==> config.mk <==
export PLATFORM = sky130hd
export DESIGN_NAME = multicycle_control_flat
export DESIGN_NICKNAME = d
export VERILOG_FILES = /design/src/rtl/mc_pkg.sv /design/src/rtl/multicycle_control_if.sv /design/src/rtl/multicycle_control_alu_decoder.sv /design/src/rtl/multicycle_control.sv /design/src/flat_wrapper.sv
export SDC_FILE = /design/constraint.sdc
export NUM_CORES = 1
export LEC_CHECK = 0
export ABC_AREA = 1
export ABC_CLOCK_PERIOD_IN_PS = 1530
export CORE_MARGIN = 5
export CORE_UTILIZATION = 38
export DETAILED_ROUTE_END_ITERATION = 8
export PLACE_DENSITY = 0.82
export SLEW_MARGIN = 20
export SYNTH_ARGS = -nofsm -noshare
export SYNTH_HDL_FRONTEND = slang
export SYNTH_SLANG_ARGS = --single-unit
==> constraint.sdc <==
create_clock -name clk -period 1.53 [get_ports clk]
set_input_delay 0.459 -clock clk [delete_from_list [all_inputs] [get_ports clk]]
set_output_delay 0.459 -clock clk [all_outputs]
set_load 0.005 [all_outputs]
==> src/rtl/mc_pkg.sv <==
// Shared encodings for the multicycle MIPS controller: states, opcodes, functs,
// ALU operations, mux selects and the bundled control word.
package mc_pkg;

    typedef enum logic [3:0] {
        FETCH    = 4'd0,
        DECODE   = 4'd1,
        MEMADR   = 4'd2,
        MEMRD    = 4'd3,
        MEMWB    = 4'd4,
        MEMWR    = 4'd5,
        RTYPE_EX = 4'd6,
        RTYPE_WB = 4'd7,
        BRANCH   = 4'd8,
        JUMP     = 4'd9,
        ADDI_EX  = 4'd10,
        ADDI_WB  = 4'd11
    } state_t;

    localparam logic [5:0] OP_RTYPE = 6'b000000;
    localparam logic [5:0] OP_LW    = 6'b100011;
    localparam logic [5:0] OP_SW    = 6'b101011;
    localparam logic [5:0] OP_BEQ   = 6'b000100;
    localparam logic [5:0] OP_J     = 6'b000010;
    localparam logic [5:0] OP_ADDI  = 6'b001000;

    localparam logic [5:0] FN_ADD = 6'b100000;
    localparam logic [5:0] FN_SUB = 6'b100010;
    localparam logic [5:0] FN_AND = 6'b100100;
    localparam logic [5:0] FN_OR  = 6'b100101;
    localparam logic [5:0] FN_SLT = 6'b101010;
    localparam logic [5:0] FN_NOR = 6'b100111;

    localparam logic [3:0] ALU_ADD = 4'b0010;
    localparam logic [3:0] ALU_SUB = 4'b0110;
    localparam logic [3:0] ALU_AND = 4'b0000;
    localparam logic [3:0] ALU_OR  = 4'b0001;
    localparam logic [3:0] ALU_SLT = 4'b0111;
    localparam logic [3:0] ALU_NOR = 4'b1100;

    typedef enum logic [1:0] {
        ALU_CLS_ADD   = 2'd0,
        ALU_CLS_SUB   = 2'd1,
        ALU_CLS_FUNCT = 2'd2
    } alu_cls_t;

    localparam logic [1:0] SRCB_RT      = 2'b00;
    localparam logic [1:0] SRCB_FOUR    = 2'b01;
    localparam logic [1:0] SRCB_IMM     = 2'b10;
    localparam logic [1:0] SRCB_IMM_SH2 = 2'b11;

    localparam logic [1:0] PCSRC_ALU    = 2'b00;
    localparam logic [1:0] PCSRC_ALUOUT = 2'b01;
    localparam logic [1:0] PCSRC_JUMP   = 2'b10;

    typedef struct packed {
        logic       pc_write;
        logic       pc_write_cond;
        logic       i_or_d;
        logic       mem_read;
        logic       mem_write;
        logic       ir_write;
        logic       mem_to_reg;
        logic       reg_dst;
        logic       reg_write;
        logic       alu_src_a;
        logic [1:0] alu_src_b;
        logic [1:0] pc_source;
        logic [3:0] alu_op;
        logic       illegal_op;
    } ctl_t;

endpackage

==> src/rtl/multicycle_control_if.sv <==
// Controller <-> datapath bundle: instruction fields and memory handshake in,
// per-cycle enables and mux selects out.
interface multicycle_control_if;
    logic [5:0] opcode;
    logic [5:0] funct;
    logic       mem_ready;
    logic       PCWrite;
    logic       PCWriteCond;
    logic       IorD;
    logic       MemRead;
    logic       MemWrite;
    logic       IRWrite;
    logic       MemtoReg;
    logic       RegDst;
    logic       RegWrite;
    logic       ALUSrcA;
    logic [1:0] ALUSrcB;
    logic [1:0] PCSource;
    logic [3:0] ALU_op;
    logic       illegal_op;
    logic [3:0] state_dbg;

    modport master (
        input  opcode, funct, mem_ready,
        output PCWrite, PCWriteCond, IorD, MemRead, MemWrite, IRWrite,
               MemtoReg, RegDst, RegWrite, ALUSrcA, ALUSrcB, PCSource,
               ALU_op, illegal_op, state_dbg
    );

    modport slave (
        output opcode, funct, mem_ready,
        input  PCWrite, PCWriteCond, IorD, MemRead, MemWrite, IRWrite,
               MemtoReg, RegDst, RegWrite, ALUSrcA, ALUSrcB, PCSource,
               ALU_op, illegal_op, state_dbg
    );
endinterface

==> src/rtl/multicycle_control_alu_decoder.sv <==
// Combinational ALU control: fixed add/sub, or funct-driven for R-type.
// Unknown funct falls back to add and raises bad_funct.
module alu_decoder
    import mc_pkg::*;
(
    input  alu_cls_t   cls,
    input  logic [5:0] funct,
    output logic [3:0] alu_op,
    output logic       bad_funct
);
    always_comb begin
        alu_op    = ALU_ADD;
        bad_funct = 1'b0;
        case (cls)
            ALU_CLS_SUB: alu_op = ALU_SUB;
            ALU_CLS_FUNCT: begin
                case (funct)
                    FN_ADD:  alu_op = ALU_ADD;
                    FN_SUB:  alu_op = ALU_SUB;
                    FN_AND:  alu_op = ALU_AND;
                    FN_OR:   alu_op = ALU_OR;
                    FN_SLT:  alu_op = ALU_SLT;
                    FN_NOR:  alu_op = ALU_NOR;
                    default: bad_funct = 1'b1;
                endcase
            end
            default: alu_op = ALU_ADD;
        endcase
    end
endmodule

==> src/rtl/multicycle_control.sv <==
// Moore controller for the multicycle MIPS datapath. Outputs decode from the
// state (plus mem_ready in FETCH) and are all forced low while rst is low.
module multicycle_control
    import mc_pkg::*;
(
    input  logic                 clk,
    input  logic                 rst,
    multicycle_control_if.master bus
);
    state_t     state;
    state_t     next;
    alu_cls_t   alu_cls;
    logic [3:0] alu_op_dec;
    logic       bad_funct;
    logic       alu_en;
    ctl_t       ctl;
    ctl_t       ctl_out;

    always_ff @(posedge clk) begin
        if (!rst) state <= FETCH;
        else      state <= next;
    end

    // Kept apart from the main decode so the decoder sits outside any comb loop.
    always_comb begin
        alu_cls = ALU_CLS_ADD;
        case (state)
            RTYPE_EX: alu_cls = ALU_CLS_FUNCT;
            BRANCH:   alu_cls = ALU_CLS_SUB;
            default:  alu_cls = ALU_CLS_ADD;
        endcase
    end

    alu_decoder u_alu_dec (
        .cls       (alu_cls),
        .funct     (bus.funct),
        .alu_op    (alu_op_dec),
        .bad_funct (bad_funct)
    );

    always_comb begin
        next   = FETCH;
        ctl    = '0;
        alu_en = 1'b0;
        case (state)
            FETCH: begin
                ctl.mem_read  = 1'b1;
                ctl.alu_src_b = SRCB_FOUR;
                ctl.pc_source = PCSRC_ALU;
                ctl.ir_write  = bus.mem_ready;
                ctl.pc_write  = bus.mem_ready;
                alu_en        = 1'b1;
                next          = bus.mem_ready ? DECODE : FETCH;
            end
            DECODE: begin
                ctl.alu_src_b = SRCB_IMM_SH2;
                alu_en        = 1'b1;
                case (bus.opcode)
                    OP_LW, OP_SW: next = MEMADR;
                    OP_RTYPE:     next = RTYPE_EX;
                    OP_BEQ:       next = BRANCH;
                    OP_J:         next = JUMP;
                    OP_ADDI:      next = ADDI_EX;
                    default: begin
                        ctl.illegal_op = 1'b1;
                        next           = FETCH;
                    end
                endcase
            end
            MEMADR: begin
                ctl.alu_src_a = 1'b1;
                ctl.alu_src_b = SRCB_IMM;
                alu_en        = 1'b1;
                if (bus.opcode == OP_SW)      next = MEMWR;
                else if (bus.opcode == OP_LW) next = MEMRD;
                else                          next = FETCH;
            end
            MEMRD: begin
                ctl.mem_read = 1'b1;
                ctl.i_or_d   = 1'b1;
                next         = bus.mem_ready ? MEMWB : MEMRD;
            end
            MEMWB: begin
                ctl.reg_write  = 1'b1;
                ctl.mem_to_reg = 1'b1;
                next           = FETCH;
            end
            MEMWR: begin
                ctl.mem_write = 1'b1;
                ctl.i_or_d    = 1'b1;
                next          = bus.mem_ready ? FETCH : MEMWR;
            end
            RTYPE_EX: begin
                ctl.alu_src_a  = 1'b1;
                ctl.alu_src_b  = SRCB_RT;
                ctl.illegal_op = bad_funct;
                alu_en         = 1'b1;
                next           = RTYPE_WB;
            end
            RTYPE_WB: begin
                ctl.reg_write = 1'b1;
                ctl.reg_dst   = 1'b1;
                next          = FETCH;
            end
            BRANCH: begin
                ctl.alu_src_a     = 1'b1;
                ctl.alu_src_b     = SRCB_RT;
                ctl.pc_write_cond = 1'b1;
                ctl.pc_source     = PCSRC_ALUOUT;
                alu_en            = 1'b1;
                next              = FETCH;
            end
            JUMP: begin
                ctl.pc_write  = 1'b1;
                ctl.pc_source = PCSRC_JUMP;
                next          = FETCH;
            end
            ADDI_EX: begin
                ctl.alu_src_a = 1'b1;
                ctl.alu_src_b = SRCB_IMM;
                alu_en        = 1'b1;
                next          = ADDI_WB;
            end
            ADDI_WB: begin
                ctl.reg_write = 1'b1;
                next          = FETCH;
            end
            default: next = FETCH;
        endcase
        // ALU_op is only meaningful in states that actually use the ALU.
        ctl.alu_op = alu_en ? alu_op_dec : 4'b0000;
    end

    assign ctl_out = rst ? ctl : '0;

    assign bus.PCWrite     = ctl_out.pc_write;
    assign bus.PCWriteCond = ctl_out.pc_write_cond;
    assign bus.IorD        = ctl_out.i_or_d;
    assign bus.MemRead     = ctl_out.mem_read;
    assign bus.MemWrite    = ctl_out.mem_write;
    assign bus.IRWrite     = ctl_out.ir_write;
    assign bus.MemtoReg    = ctl_out.mem_to_reg;
    assign bus.RegDst      = ctl_out.reg_dst;
    assign bus.RegWrite    = ctl_out.reg_write;
    assign bus.ALUSrcA     = ctl_out.alu_src_a;
    assign bus.ALUSrcB     = ctl_out.alu_src_b;
    assign bus.PCSource    = ctl_out.pc_source;
    assign bus.ALU_op      = ctl_out.alu_op;
    assign bus.illegal_op  = ctl_out.illegal_op;
    assign bus.state_dbg   = rst ? state : 4'd0;
endmodule

==> src/flat_wrapper.sv <==
// flat-port wrapper written by rule: the top's interface ports become plain ports
module multicycle_control_flat import mc_pkg::*;
  (clk, rst, bus_opcode, bus_funct, bus_mem_ready, bus_PCWrite, bus_PCWriteCond, bus_IorD, bus_MemRead, bus_MemWrite, bus_IRWrite, bus_MemtoReg, bus_RegDst, bus_RegWrite, bus_ALUSrcA, bus_ALUSrcB, bus_PCSource, bus_ALU_op, bus_illegal_op, bus_state_dbg);
  multicycle_control_if bus_i ();
  input  logic clk;
  input  logic rst;
  input wire logic [$bits(bus_i.opcode)-1:0] bus_opcode;
  input wire logic [$bits(bus_i.funct)-1:0] bus_funct;
  input wire logic [$bits(bus_i.mem_ready)-1:0] bus_mem_ready;
  output wire logic [$bits(bus_i.PCWrite)-1:0] bus_PCWrite;
  output wire logic [$bits(bus_i.PCWriteCond)-1:0] bus_PCWriteCond;
  output wire logic [$bits(bus_i.IorD)-1:0] bus_IorD;
  output wire logic [$bits(bus_i.MemRead)-1:0] bus_MemRead;
  output wire logic [$bits(bus_i.MemWrite)-1:0] bus_MemWrite;
  output wire logic [$bits(bus_i.IRWrite)-1:0] bus_IRWrite;
  output wire logic [$bits(bus_i.MemtoReg)-1:0] bus_MemtoReg;
  output wire logic [$bits(bus_i.RegDst)-1:0] bus_RegDst;
  output wire logic [$bits(bus_i.RegWrite)-1:0] bus_RegWrite;
  output wire logic [$bits(bus_i.ALUSrcA)-1:0] bus_ALUSrcA;
  output wire logic [$bits(bus_i.ALUSrcB)-1:0] bus_ALUSrcB;
  output wire logic [$bits(bus_i.PCSource)-1:0] bus_PCSource;
  output wire logic [$bits(bus_i.ALU_op)-1:0] bus_ALU_op;
  output wire logic [$bits(bus_i.illegal_op)-1:0] bus_illegal_op;
  output wire logic [$bits(bus_i.state_dbg)-1:0] bus_state_dbg;
  assign bus_i.opcode = bus_opcode;
  assign bus_i.funct = bus_funct;
  assign bus_i.mem_ready = bus_mem_ready;
  assign bus_PCWrite = bus_i.PCWrite;
  assign bus_PCWriteCond = bus_i.PCWriteCond;
  assign bus_IorD = bus_i.IorD;
  assign bus_MemRead = bus_i.MemRead;
  assign bus_MemWrite = bus_i.MemWrite;
  assign bus_IRWrite = bus_i.IRWrite;
  assign bus_MemtoReg = bus_i.MemtoReg;
  assign bus_RegDst = bus_i.RegDst;
  assign bus_RegWrite = bus_i.RegWrite;
  assign bus_ALUSrcA = bus_i.ALUSrcA;
  assign bus_ALUSrcB = bus_i.ALUSrcB;
  assign bus_PCSource = bus_i.PCSource;
  assign bus_ALU_op = bus_i.ALU_op;
  assign bus_illegal_op = bus_i.illegal_op;
  assign bus_state_dbg = bus_i.state_dbg;
  multicycle_control u_core (.clk(clk), .rst(rst), .bus(bus_i));
endmodule
# == Yosys cells after proc, flatten, opt, wreduce, memory -nomap -nowiden ==
# Cells that the tools add are included.
# totals
input_bits,15
word_cells,66
register_bits,4
output_inout_bits,23
# op_classes
mux,30
n_reduce_logical,11
eq_ne,24
# ops
cell,n
"== test 6 bit, second input constant",8
one-hot mux 4 bit (5 select lines),2
one-hot mux 4 bit (7 select lines),1
two-way mux 19 bit,1
OR reduction 6 bit,3
"== test 4 x 3 -> 1 bit, second input constant",4
"== test 4 bit, second input constant",4
two-way mux 1 bit,14
two-way mux 3 bit,3
"== test 4 x 2 -> 1 bit, second input constant",2
two-way mux 4 bit,2
one-hot mux 2 bit (2 select lines),2
one-hot mux 4 bit (2 select lines),1
OR reduction 2 bit,4
"== test 6 x 2 -> 1 bit, second input constant",1
"== test 6 x 3 -> 1 bit, second input constant",1
"== test 6 x 4 -> 1 bit, second input constant",1
logical NOT 6 bit,1
one-hot mux 2 bit (3 select lines),1
"== test 4 x 1 -> 1 bit, second input constant",1
logical NOT 4 bit,1
one-hot mux 1 bit (2 select lines),2
OR reduction 4 bit,1
OR reduction 3 bit,1
3 further kinds,3

# == Longest topological paths before layout ==
# Gate-level depths: netlist of the first run.
# depth
ltp_word,6
depth_mapped,9

# == Hierarchy ==
# Synthesis of the first run repeated with hierarchy kept, for this count alone.
# hier_totals
cells_unflattened,166
area_unflattened_um2,800.8
# by_module_without_submodules
module,seq_area_each_um2,cells_each,area_each_um2,n_inst
multicycle_control,80.1,125,610.6,1
alu_decoder,0.0,41,190.2,1

# == Worst setup path after synthesis of the first run ==
# OpenSTA, ideal clock, no wires.
# synth_timing
kind,register to output
from,register u_core.state[2]
to,output port bus_illegal_op
path_stages_with_launch,8
arrival_ns,1.235
required_time_ns,1.071
path_slack_ns,-0.164
path_cell_list,dfxtp_1 -> nand2_2 -> nor2_4 -> ha_1 -> nand3_1 -> nor2_1 -> nor2_1 -> nor2_1
# synth_between
elab_chain_cells,6
word_cells_on_any_way,8
# synth_rtl
element,line_no,text
from (decl),multicycle_control.sv:10,state_t state;
from (signal assigned),multicycle_control.sv:21,else state <= next;
== test 4 bit or == test 4 x 3 -> 1 bit (tied branches),"multicycle_control.sv:27, multicycle_control.sv:45",
one-hot mux 2 bit (2 select lines),multicycle_control.sv:27,case (state)
== test 2 bit,multicycle_control_alu_decoder.sv:14,case (cls)
two-way mux 1 bit,multicycle_control_alu_decoder.sv:14,
one-hot mux 1 bit (2 select lines) *,multicycle_control.sv:45,case (state)
two-way mux 19 bit *,multicycle_control.sv:134,assign ctl_out = rst ? ctl : '0;
to (decl),flat_wrapper.sv:23,output wire logic [$bits(bus_i.illegal_op)-1:0] bus_illegal_op;
# Every way passes the cells marked *; elsewhere a longest branch is shown, timed or not.

# == Worst setup path after layout of the first run ==
# layout_timing
from,input port bus_funct[5]
to,output port bus_ALU_op[2]
# layout_between
elab_chain_cells,5
word_cells_on_any_way,9
# layout_rtl
element,line_no,text
from (decl),flat_wrapper.sv:8,input wire logic [$bits(bus_i.funct)-1:0] bus_funct;
== test 6 bit,multicycle_control_alu_decoder.sv:17,case (funct)
one-hot mux 4 bit (5 select lines) *,multicycle_control_alu_decoder.sv:17,
one-hot mux 4 bit (2 select lines) *,multicycle_control_alu_decoder.sv:14,
two-way mux 4 bit *,multicycle_control.sv:131,ctl.alu_op = alu_en ? alu_op_dec : 4'b0000;
two-way mux 19 bit *,multicycle_control.sv:134,
to (decl),flat_wrapper.sv:22,output wire logic [$bits(bus_i.ALU_op)-1:0] bus_ALU_op;
# Marked as above.

==> implementation parameters, run 1 <==
Parameter                              Value

Detailed routing
  Number of remaining DRC errors ... 0
  Met1 wire length ... 2055 microns
  Initial drt markers ... 172
  Routed wl met3 ... around 600 microns
  WL met2 ... between 2000 and 3000 microns
  Ratio of routed vias to standard cells ... 6.024
  Routed WL ... around 6300 microns
  Count of antenna-violating nets left after detailed routing ... 0
  Vias after detailed routing ... roughly 1.7k
  Highest metal used ... met4
  First-pass iteration count of the detailed router ... 5
  Average wire length per cell after detail routing ... 21.83 microns

Clock tree
  TritonCTS Buffers ... 3
  Clock slew at reported path FFs ... ~60 ps
  CTS sink cnt ... 4
  # H-tree levels ... 1
  Insertion delay to the later sink of the worst-skew pair ... 250 ps
  Maximum clock path buffer count ... 2
  TritonCTS clock tree ... done
  # hold bufs at CTS ... 0
  Cell at the root of the clock tree ... clkbuf_4

Power and ir drop
  Maximum ir drop on the vdd rail ... ~560 uV
  Relative contribution of the clock network to total power ... 29.8%
  Sequential group share of total power ... a little under a fifth
  Int Power ... roughly 0.00034 W
  Static power due to leakage ... 1.069 nW
  Combinational power share ... about half
  Power per Cell Area ... approximately 290 nW/um^2
  Fraction of power spent switching nets ... 41.04%
  Switch Pwr ... roughly 0.00024 W

Flow run
  Max-cap violations ... 0

Synthesis
  Area share of the largest cell type after synthesis ... between 10% and 20%
  Main synth FF type ... dfxtp_1
  Mapped Area ... between 800 and 900 sq um
  Top post-synthesis cells by count ... 33 x nor2_1, 30 x nand2_1, 24 x inv_1
  Synth area leader ... nor2_1
  Syn nets ... 175
  Register bit total from synthesis ... 4
  Synthesized area per cell ... about 5.4 sq um
  Number of flops mapped to enable cells by yosys ... 0
  Area contributors post-synth ... nor2_1 15%, nand2_1 13%, nand3_1 12%
  Async set or reset register ratio after synthesis ... 0%
  Number of warnings printed during yosys synthesis ... 0
  Top-count cell post-synth ... nor2_1
  Synthesized instance count ... 158
  Part of the Yosys area used for sequential elements ... 9.412%
  Cell variety after synth ... 24

Timing
  Final Critical Period ... around 2200 ps
  Clock skew after layout ... around 13 ps
  Transition time at the pin with the least slew margin ... approximately 240 ps
  Max_slew headroom ... 83.76%
  Portion of the clock cycle consumed by the worst path in the final layout ... 140.8%
  Total count of hold-check failures in the final report ... 0
  Max Freq ... 464.3 MHz
  Final WS setup ... -623.9 ps
  Number of max-slew violations in the final report ... 0
  Worst slack on hold paths ... 561.0 ps
  Unrepaired setup endpoints after global routing ... yes
  Final setup violating endpoints ... 20
  Accumulated negative setup slack ... -7226 ps

Critical path
  Classification of the worst setup path ... in2out
  Buf/Inv on CP ... 4
  Worst r2r path cells ... 11
  Startpoint types ... primary input
  Critical Path End ... bus_ALU_op[2]
  Critical Path End Type ... output pin
  Setup slack on the worst flop-to-flop path ... -20 ps
  Most frequent cell on the critical path ... nor2_4
  Slowest cell on the critical path ... clkdlybuf4s15_1
  Crit. Startpoint ... bus_funct[5]
  Critical path depth in cells ... 9
  CP cell instances ... clkdlybuf4s15_1 -> inv_2 -> nor2_4 -> nand3b_1 -> buf_4 -> nand3_2 -> a21oi_4 -> nor2_4 -> buf_2
  Data required time at the worst endpoint ... roughly 1100 ps
  Gate family responsible for the most delay along the worst path ... buffers and inverters
  Largest fanout of any net on the critical path ... 6
  Max stage delay on crit path ... around 200 ps
  Crit path arrival time ... around 1700 ps
  Reg-to-reg critical path endpoint ... u_core.state[1]$_SDFF_PN0_
  Source of the worst register-to-register timing path ... u_core.state[3]$_SDFF_PN0_

Die
  Die width ... about 57 microns
  Top-level port count ... 38
  Die Y-Extent ... roughly 57 microns
  Area of the core region ... about 2200 sq um
  Std-Cell Rows ... 17
  Starting density of the core ... between 30% and 40%
  Die area ... 3285 sq um

Cells and area
  Final non-filler cell area ... 1987 sq um
  Layout Utilization ... about nine tenths
  Share of cells above drive strength 1 ... ~64%
  Cell Count, Final, Fillers Out ... 288
  Registers with the most flip-flops ... u_core.state (4)
  Total Nets Final ... roughly 280
  Number of antenna cells inserted ... 0
  Number of flip-flops under the largest register name ... 4
  Most flops, register ... u_core.state
  Filler cells ... between 90 and 100
  Area growth from synthesis to layout ... 133.5%

Hold path
  Worst hold path class ... in2reg

Global route
  Number of global-route vias before repair ... 1612
  Global-route usage over all layers ... between 20 and 30%
  First-pass GRT wire length ... a little over 7000 microns
  Number of antenna violations at the first check in global routing ... 0
  Total congestion overflow after global routing ... 0
  Largest net degree at the start of global routing ... 7

Place
  IO Port Bufs ... 37
  Post-detail-place hpwl ... between 2000 and 3000 microns
  Number of placed cells counting well taps ... around 250
  Routability-driven placement congestion ratio ... around 0.85
  Cell area after placement ... about 1500 sq um

Status
  Result of the run ... finished with violations
  Violated checks ... negative setup slack
[power groups by stage]
stage | logic, W | registers, W | clock network (W)
global route | 0.000308 | 0.000106 | 0.000184
detailed placement | 0.000193 | 0.000110 | 0
CTS | 0.000237 | 0.000106 | 0.000152
floorplan | 0.0000767 | 0.000110 | 0
global placement | 0.000185 | 0.000110 | 0
finish | 0.000297 | 0.000106 | 0.000171
[worst reg2reg max path: stages (launching register included)]
cell	delay [ps]
dfxtp_4	390
inv_6	60
buf_4	140
nand2_4	80
buf_6	120
nor2_4	50
buf_4	140
nand2_2	70
nand2_1	70
nand3b_1	210
nand2_1	100
inv_1	40
[per-layer routing]
layer / global-route usage, % / vias to the layer above
met5: 0 / -
met4: 22.52 / 0
met3: 5.430 / 80
met2: 51.39 / 181
met1: 27.31 / 768
li1: - / 706
[cell families after synthesis]
logic type                 share of synthesized area (%)
adders and majority gates                          2.941
and+or+nand+nor                                    66.77
DFF                                                9.412
AOI/OAI and AO/OA                                  5.736
buffers and inverters                              15.15
[final cells by class]
| class | count | area [sq um] | share of cell area [%] |
|---|---|---|---|
| inverters | 29 | 135.1 | 6.801 |
| well taps | 28 | 35.03 | 1.763 |
| multi-input cells | 123 | 892.1 | 44.90 |
| clock buffers | 4 | 26.28 | 1.322 |
| repair buffers | 100 | 803.3 | 40.43 |
| flip-flops and latches | 4 | 95.09 | 4.786 |
[stage by stage]
| step | power (W) | worst slack (ps) |
|---|---|---|
| CTS | 0.0004950 | -412.9 |
| global route | 0.0005977 | -686.7 |
| global placement | 0.0002952 | -990.9 |
| detailed placement | 0.0003038 | -1146 |
| floorplan | 0.0001869 | -15.99 |
| finish | 0.0005734 | -623.9 |
[layout by cell type (no fill, tap or decap), types with 2 or more instances in the layout]
cell / netlist / final
nor2_1: 33 / 19
inv_1: 24 / 14
nor2_4: 4 / 11
clkbuf_2: 0 / 3
inv_2: 4 / 7
nand2_4: 4 / 9
dfxtp_4: 0 / 4
buf_2: 0 / 19
buf_6: 1 / 22
a21oi_2: 0 / 2
clkdlybuf4s15_1: 0 / 4
dlygate4sd2_1: 0 / 9
nand2_1: 30 / 23
nand3_1: 21 / 14
nand3_2: 1 / 7
nand2_2: 6 / 7
inv_4: 0 / 5
nand4_1: 3 / 3
nor2_2: 5 / 12
ha_4: 0 / 2
buf_4: 0 / 42
nand3b_1: 3 / 3
clkbuf_4: 0 / 3
[how the worst min path moves through the flow]
stage,startpoint,slack [ps],to,depth (start not counted)
after floorplan,u_core.state[2]$_SDFF_PN0_,600,u_core.state[3]$_SDFF_PN0_,3
after global placement,u_core.state[2]$_SDFF_PN0_,710,u_core.state[3]$_SDFF_PN0_,4
after detailed placement,u_core.state[2]$_SDFF_PN0_,720,u_core.state[3]$_SDFF_PN0_,4
after CTS,rst,560,u_core.state[1]$_SDFF_PN0_,4
after global routing,rst,590,u_core.state[1]$_SDFF_PN0_,4
final,rst,560,u_core.state[1]$_SDFF_PN0_,4
[timing repair]
action                                  CTS  global route
gates resized for setup                 160            42
setup buffers                            26             5
pin swaps                                27            23
endpoints found under the setup margin   24            23
Power figures use the tool's default switching activity.
==> run 2: changes to the inputs <==
ABC_AREA = default   (was 1)
CORE_UTILIZATION = 36   (was 38)
PLACE_DENSITY = 0.8   (was 0.82)
==> run 2 against run 1 <==
Against the previous run: the run now fails in 5_1_grt; synthesized cell count fell by 24%; synthesized area down 8.5%.
==> implementation parameters, run 2 <==
Parameter                              Value

Status
  Result of the run ... did not finish (was finished with violations)
  Stop stage ... 5_1_grt
  Error msg ... [ERROR DPL-0038] Utilization greater than 100%, impossible to legalize

Die
  Die width ... 56.50 microns (was 57.32 microns)
  Die Y-Extent ... 56.50 microns (was 57.32 microns)
  Std-Cell Rows ... 16 (was 17)
  Top-level port count ... 38 (unchanged)
  Starting density of the core ... 38.87% (was 39.22%)

Clock tree
  TritonCTS Buffers ... 3 (unchanged)
  CTS sink cnt ... 4 (unchanged)
  # hold bufs at CTS ... 0 (unchanged)
  # H-tree levels ... 1 (unchanged)
  Cell at the root of the clock tree ... clkbuf_4 (unchanged)
  Maximum clock path buffer count ... 2 (unchanged)

Timing
  Worst endpoint after global-route timing repair ... bus_ALU_op[1]
  Type of the worst endpoint after the last repair ... output port

Synthesis
  Syn nets ... 137 (was 175)
  Register bit total from synthesis ... 4 (unchanged)
  Synth area leader ... dfxtp_1 (was nor2_1)
  Number of warnings printed during yosys synthesis ... 0 (unchanged)
  Mapped Area ... 778.2 sq um (was 850.8 sq um)
  Share of synthesized area spent on multiplexers ... 2.894% (was 0%)
  Area contributors post-synth ... dfxtp_1 10%, nand2b_1 8.0%, a21oi_1 7.1% (was nor2_1 15%, nand2_1 13%, nand3_1 12%)
  Area share of and/or/nand/nor cells after synthesis ... 53.05% (was 66.76%)
  Number of flops mapped to enable cells by yosys ... 0 (unchanged)
  Main synth FF type ... dfxtp_1 (unchanged)
  Post-synthesis xor/xnor area fraction ... 2.251% (was 0%)
  Top-count cell post-synth ... nor2_1 (unchanged)
  Part of the Yosys area used for sequential elements ... 10.29% (was 9.412%)
  Async set or reset register ratio after synthesis ... 0% (unchanged)
  Synthesized instance count ... 120 (was 158)
  Largest family of logic cells by synthesized area ... simple AND/OR/NAND/NOR gates (unchanged)
  Area share of the largest cell type after synthesis ... 10.29% (was 14.56%)
  Top post-synthesis cells by count ... 12 x nor2_1, 11 x a21oi_1, 10 x nand2b_1 (was 33 x nor2_1, 30 x nand2_1, 24 x inv_1)
  Adder and majority cell fraction of the synthesized area ... 3.215% (was 2.941%)
  Cell variety after synth ... 41 (was 24)
  Area fraction in compound gates after synthesis ... 22.19% (was 5.735%)
  Synthesized area per cell ... 6.485 sq um (was 5.385 sq um)

Place
  Dpl ws ... -1182 ps (was -1146 ps)
  Post-detail-place hpwl ... 2437 microns (was 2551 microns)
  Routability-driven placement congestion ratio ... 0.8975 (was 0.8530)
  IO Port Bufs ... 37 (unchanged)

Global route
  Largest net degree at the start of global routing ... 8
[run 2: cell count changes after synthesis, moves of 6 or more]
cell      change
inv_1        -21
nand2_2       -6
a21oi_1       +7
nor2_1       -21
nand3_1      -17
nor3_1        +7
nand2_1      -22
nand2b_1     +10
[run 2: what timing repair did]
action / in CTS
setup buffers: 24
hold endpoints to repair: 0
pin swaps: 29
gates resized for setup: 169
endpoints found under the setup margin: 27
cloned: 2
[run 2: cell families after synthesis]
| kind of cell | count (synthesis) |
|---|---|
| simple gates | 73 |
| compound gates | 28 |
| buf+inv | 9 |
| flops | 4 |
| xor+xnor | 2 |
| mux | 2 |
| fa+ha+maj | 2 |
[run 2: through the flow]
stage	hold WS, ps	std cells	cell area, sq um	util (%)	setup TNS [ps]
4_1_cts	578.0	245	1839	91.88	-5942
3_5_place_dp	566.1	217	1515	75.69	-20240
3_3_place_gp	558.6	217	1515	75.69	-19610
2_1_floorplan	601.7	120	862.1	-	-267.8
==> run 3: changes to the inputs <==
ABC_CLOCK_PERIOD_IN_PS = 1990   (was 1530)
CORE_AREA = 5 5 66 68   (was default)
CORE_MARGIN = default   (was 5)
CORE_UTILIZATION = default   (was 36)
DIE_AREA = 0 0 71 73   (was default)
PLACE_DENSITY = default   (was 0.8)
PLACE_DENSITY_LB_ADDON = 0.15   (was default)
clock period = 1.99 ns   (was 1.53 ns; I/O delays follow)
==> run 3 against run 2 <==
Against the previous run: the flow now finishes, with violations (negative setup slack); synthesized area is the same; synthesized cell count is the same.
==> implementation parameters, run 3 <==
Parameter                              Value

Synthesis
  Mapped Area ... 778.2 sq um (unchanged)
  Top post-synthesis cells by count ... 12 x nor2_1, 11 x a21oi_1, 10 x nand2b_1 (unchanged)
  Area contributors post-synth ... dfxtp_1 10%, nand2b_1 8.0%, a21oi_1 7.1% (unchanged)
  Area share of the largest cell type after synthesis ... 10.29% (unchanged)
  Synth area leader ... dfxtp_1 (unchanged)
  Top-count cell post-synth ... nor2_1 (unchanged)
  Cell variety after synth ... 41 (unchanged)
  Main synth FF type ... dfxtp_1 (unchanged)
  Syn nets ... 137 (unchanged)
  Synthesized area per cell ... 6.485 sq um (unchanged)
  Number of warnings printed during yosys synthesis ... 0 (unchanged)
  Register bit total from synthesis ... 4 (unchanged)
  Async set or reset register ratio after synthesis ... 0% (unchanged)
  Part of the Yosys area used for sequential elements ... 10.29% (unchanged)
  Synthesized instance count ... 120 (unchanged)
  Number of flops mapped to enable cells by yosys ... 0 (unchanged)

Critical path
  Critical Path End Type ... output pin
  Slowest cell on the critical path ... or3b_4
  Crit path arrival time ... between 1500 and 2000 ps
  CP cell instances ... buf_6 -> or3b_4 -> nor2_4 -> nor4_4 -> a41o_1 -> buf_2
  Crit. Startpoint ... bus_opcode[4]
  Largest fanout of any net on the critical path ... 3
  Data required time at the worst endpoint ... 1390 ps
  Source of the worst register-to-register timing path ... u_core.state[1]$_SDFF_PN0_
  Classification of the worst setup path ... in2out
  Max stage delay on crit path ... approximately 400 ps
  Startpoint types ... primary input

Flow run
  Max-cap violations ... 0

Timing
  Number of max-slew violations in the final report ... 0
  Transition time at the pin with the least slew margin ... between 200 and 300 ps
  Final Critical Period ... approximately 2200 ps
  Clock skew after layout ... slightly above 2 ps
  Final WS setup ... -212.0 ps
  Total count of hold-check failures in the final report ... 0
  Unrepaired setup endpoints after global routing ... yes
  Max Freq ... ~450 MHz
  Portion of the clock cycle consumed by the worst path in the final layout ... 110.7%
  Final setup violating endpoints ... 7
  Max_slew headroom ... 81.51%
  Accumulated negative setup slack ... -817.9 ps

Detailed routing
  Vias after detailed routing ... around 1.3k
  Ratio of routed vias to standard cells ... ~4.8
  Average wire length per cell after detail routing ... about 13 microns
  Count of antenna-violating nets left after detailed routing ... 0
  Number of remaining DRC errors ... 0
  Routed WL ... 3657 microns
  Initial drt markers ... 35
  First-pass iteration count of the detailed router ... 4

Place
  Dpl ws ... -1068 ps (was -1182 ps)
  IO Port Bufs ... 37 (unchanged)
  Routability-driven placement congestion ratio ... 0.8487 (was 0.8975)
  Post-detail-place hpwl ... 2564 microns (was 2437 microns)

Clock tree
  CTS sink cnt ... 4 (unchanged)
  # H-tree levels ... 1 (unchanged)
  Cell at the root of the clock tree ... clkbuf_8 (was clkbuf_4)
  TritonCTS clock tree ... done
  TritonCTS Buffers ... 3 (unchanged)
  Maximum clock path buffer count ... 2 (unchanged)
  # hold bufs at CTS ... 0 (unchanged)
  Insertion delay to the later sink of the worst-skew pair ... around 210 ps
  Clock slew at reported path FFs ... ~30 ps

Power and ir drop
  Switch Pwr ... 0.0001419 W
  Relative contribution of the clock network to total power ... between 30% and 40%
  Combinational power share ... between 40% and 50%
  Sequential group share of total power ... ~17%
  Power per Cell Area ... 253.4 nW/um^2
  Static power due to leakage ... roughly 0.91 nW
  Final Power ... ~0.00049 W
  Fraction of power spent switching nets ... between 20% and 30%
  Maximum ir drop on the vdd rail ... roughly 210 uV
  Int Power ... ~0.00035 W

Cells and area
  Share of cells above drive strength 1 ... 66.37%
  Most flops, register ... u_core.state
  Number of antenna cells inserted ... 0
  Most used cells in the layout excluding fill and tap cells ... 54 x buf_4, 23 x buf_6, 13 x buf_2
  Layout Utilization ... between 50% and 60%
  Filler cells ... approximately 380
  Number of flip-flops under the largest register name ... 4
  Total Nets Final ... ~250
  Registers with the most flip-flops ... u_core.state (4)
  Area growth from synthesis to layout ... 150.5%
  Area of the multi-input gates ... between 800 and 900 sq um
  Leading cell type in the layout, fill and taps excluded ... buf_4
  Area occupied by registers ... 90.09 sq um

Global route
  Number of global-route vias before repair ... 1316
  Number of antenna violations at the first check in global routing ... 0
  Total congestion overflow after global routing ... 0
  Largest net degree at the start of global routing ... 8
  First-pass GRT wire length ... 5706 microns
  Global-route usage over all layers ... approximately an eighth

Die
  Starting density of the core ... 20.49% (was 38.87%)
  Area of the core region ... 3799 sq um
  Top-level port count ... 38 (unchanged)
  Die area ... 5183 sq um
  Die width ... 71 microns (was 56.50 microns)
  Std-Cell Rows ... 23 (was 16)
  Die Y-Extent ... 73 microns (was 56.50 microns)

Hold path
  Critical hold path startpoint ... bus_opcode[4]
  Worst hold path class ... in2reg

Status
  Result of the run ... finished with violations (was did not finish)
  Violated checks ... negative setup slack
## run 3: cell counts after synthesis
No cell type changed its count.
## run 3: area by class of cell
type | instances | area share, %
multi-input cells | 107 | 44.93
repair buffers | 108 | 44.35
flip-flops and latches | 4 | 4.621
well taps | 50 | 3.209
clock buffers | 3 | 2.118
inverters | 4 | 0.7702
## run 3: critical path: cells and delay by family
family          cells  cell delay (ps)
compound gates      1              210
buf+inv             2              220
simple gates        3              580
## run 3: timing repair
item | in CTS | in global routing
endpoints found under the hold margin | 0 | 0
pin swaps | 20 | 24
gates cloned | 1 | 0
setup endpoints to repair | 23 | 19
gates resized for setup | 150 | 54
buffers inserted | 12 | 12
## run 3: per-layer routing
| layer | global-route usage [%] | vias to the layer above | share of wire [%] |
|---|---|---|---|
| met5 | 0 | - | 0 |
| met3 | 2.342 | 5 | 4.3 |
| met2 | 27.09 | 39 | 57 |
| met4 | 1.670 | 0 | 1.3 |
| met1 | 14.38 | 624 | 38 |
| li1 | - | 649 | - |
## run 3: kinds of logic (layout without fill, tap and decap cells)
| kind of cell | after synthesis | in the layout | synth area share (%) |
|---|---|---|---|
| buf+inv | 9 | 115 | 6.109 |
| mux | 2 | 2 | 2.894 |
| fa+ha+maj | 2 | 2 | 3.215 |
| simple gates | 73 | 73 | 53.05 |
| flops | 4 | 4 | 10.29 |
| compound gates | 28 | 28 | 22.19 |
| xor+xnor | 2 | 2 | 2.251 |
## run 3: worst paths after layout
path	end	slack [ps]	cells after the start
max reg2reg	u_core.state[0]$_SDFF_PN0_	370	8
min	u_core.state[1]$_SDFF_PN0_	720	3
min reg2reg	u_core.state[3]$_SDFF_PN0_	850	5
max	bus_illegal_op	-210	6
## run 3: through the flow
stage | cells | hold slack, ps | cell area, sq um
2_1_floorplan | 120 | 652.6 | 778.2
3_3_place_gp | 250 | 774.6 | 1539
3_5_place_dp | 250 | 768.1 | 1539
4_1_cts | 265 | 718.0 | 1772
5_1_grt | 276 | 741.8 | 1949
6_report | 276 | 715.3 | 1949
## run 3: power groups by stage
stage / sequential [W] / clock (W) / combinational, W
2_1_floorplan: 0.0000865 / 0 / 0.0000641
3_3_place_gp: 0.0000857 / 0 / 0.000184
3_5_place_dp: 0.0000857 / 0 / 0.000186
4_1_cts: 0.0000826 / 0.000167 / 0.000215
5_1_grt: 0.0000842 / 0.000177 / 0.000266
6_report: 0.0000841 / 0.000164 / 0.000246
==> run 4: changes to the inputs <==
TNS_END_PERCENT = 100   (was default)
==> results of run 4 <==
No change in the layout: final DEF, timing and power equal those of run 3.
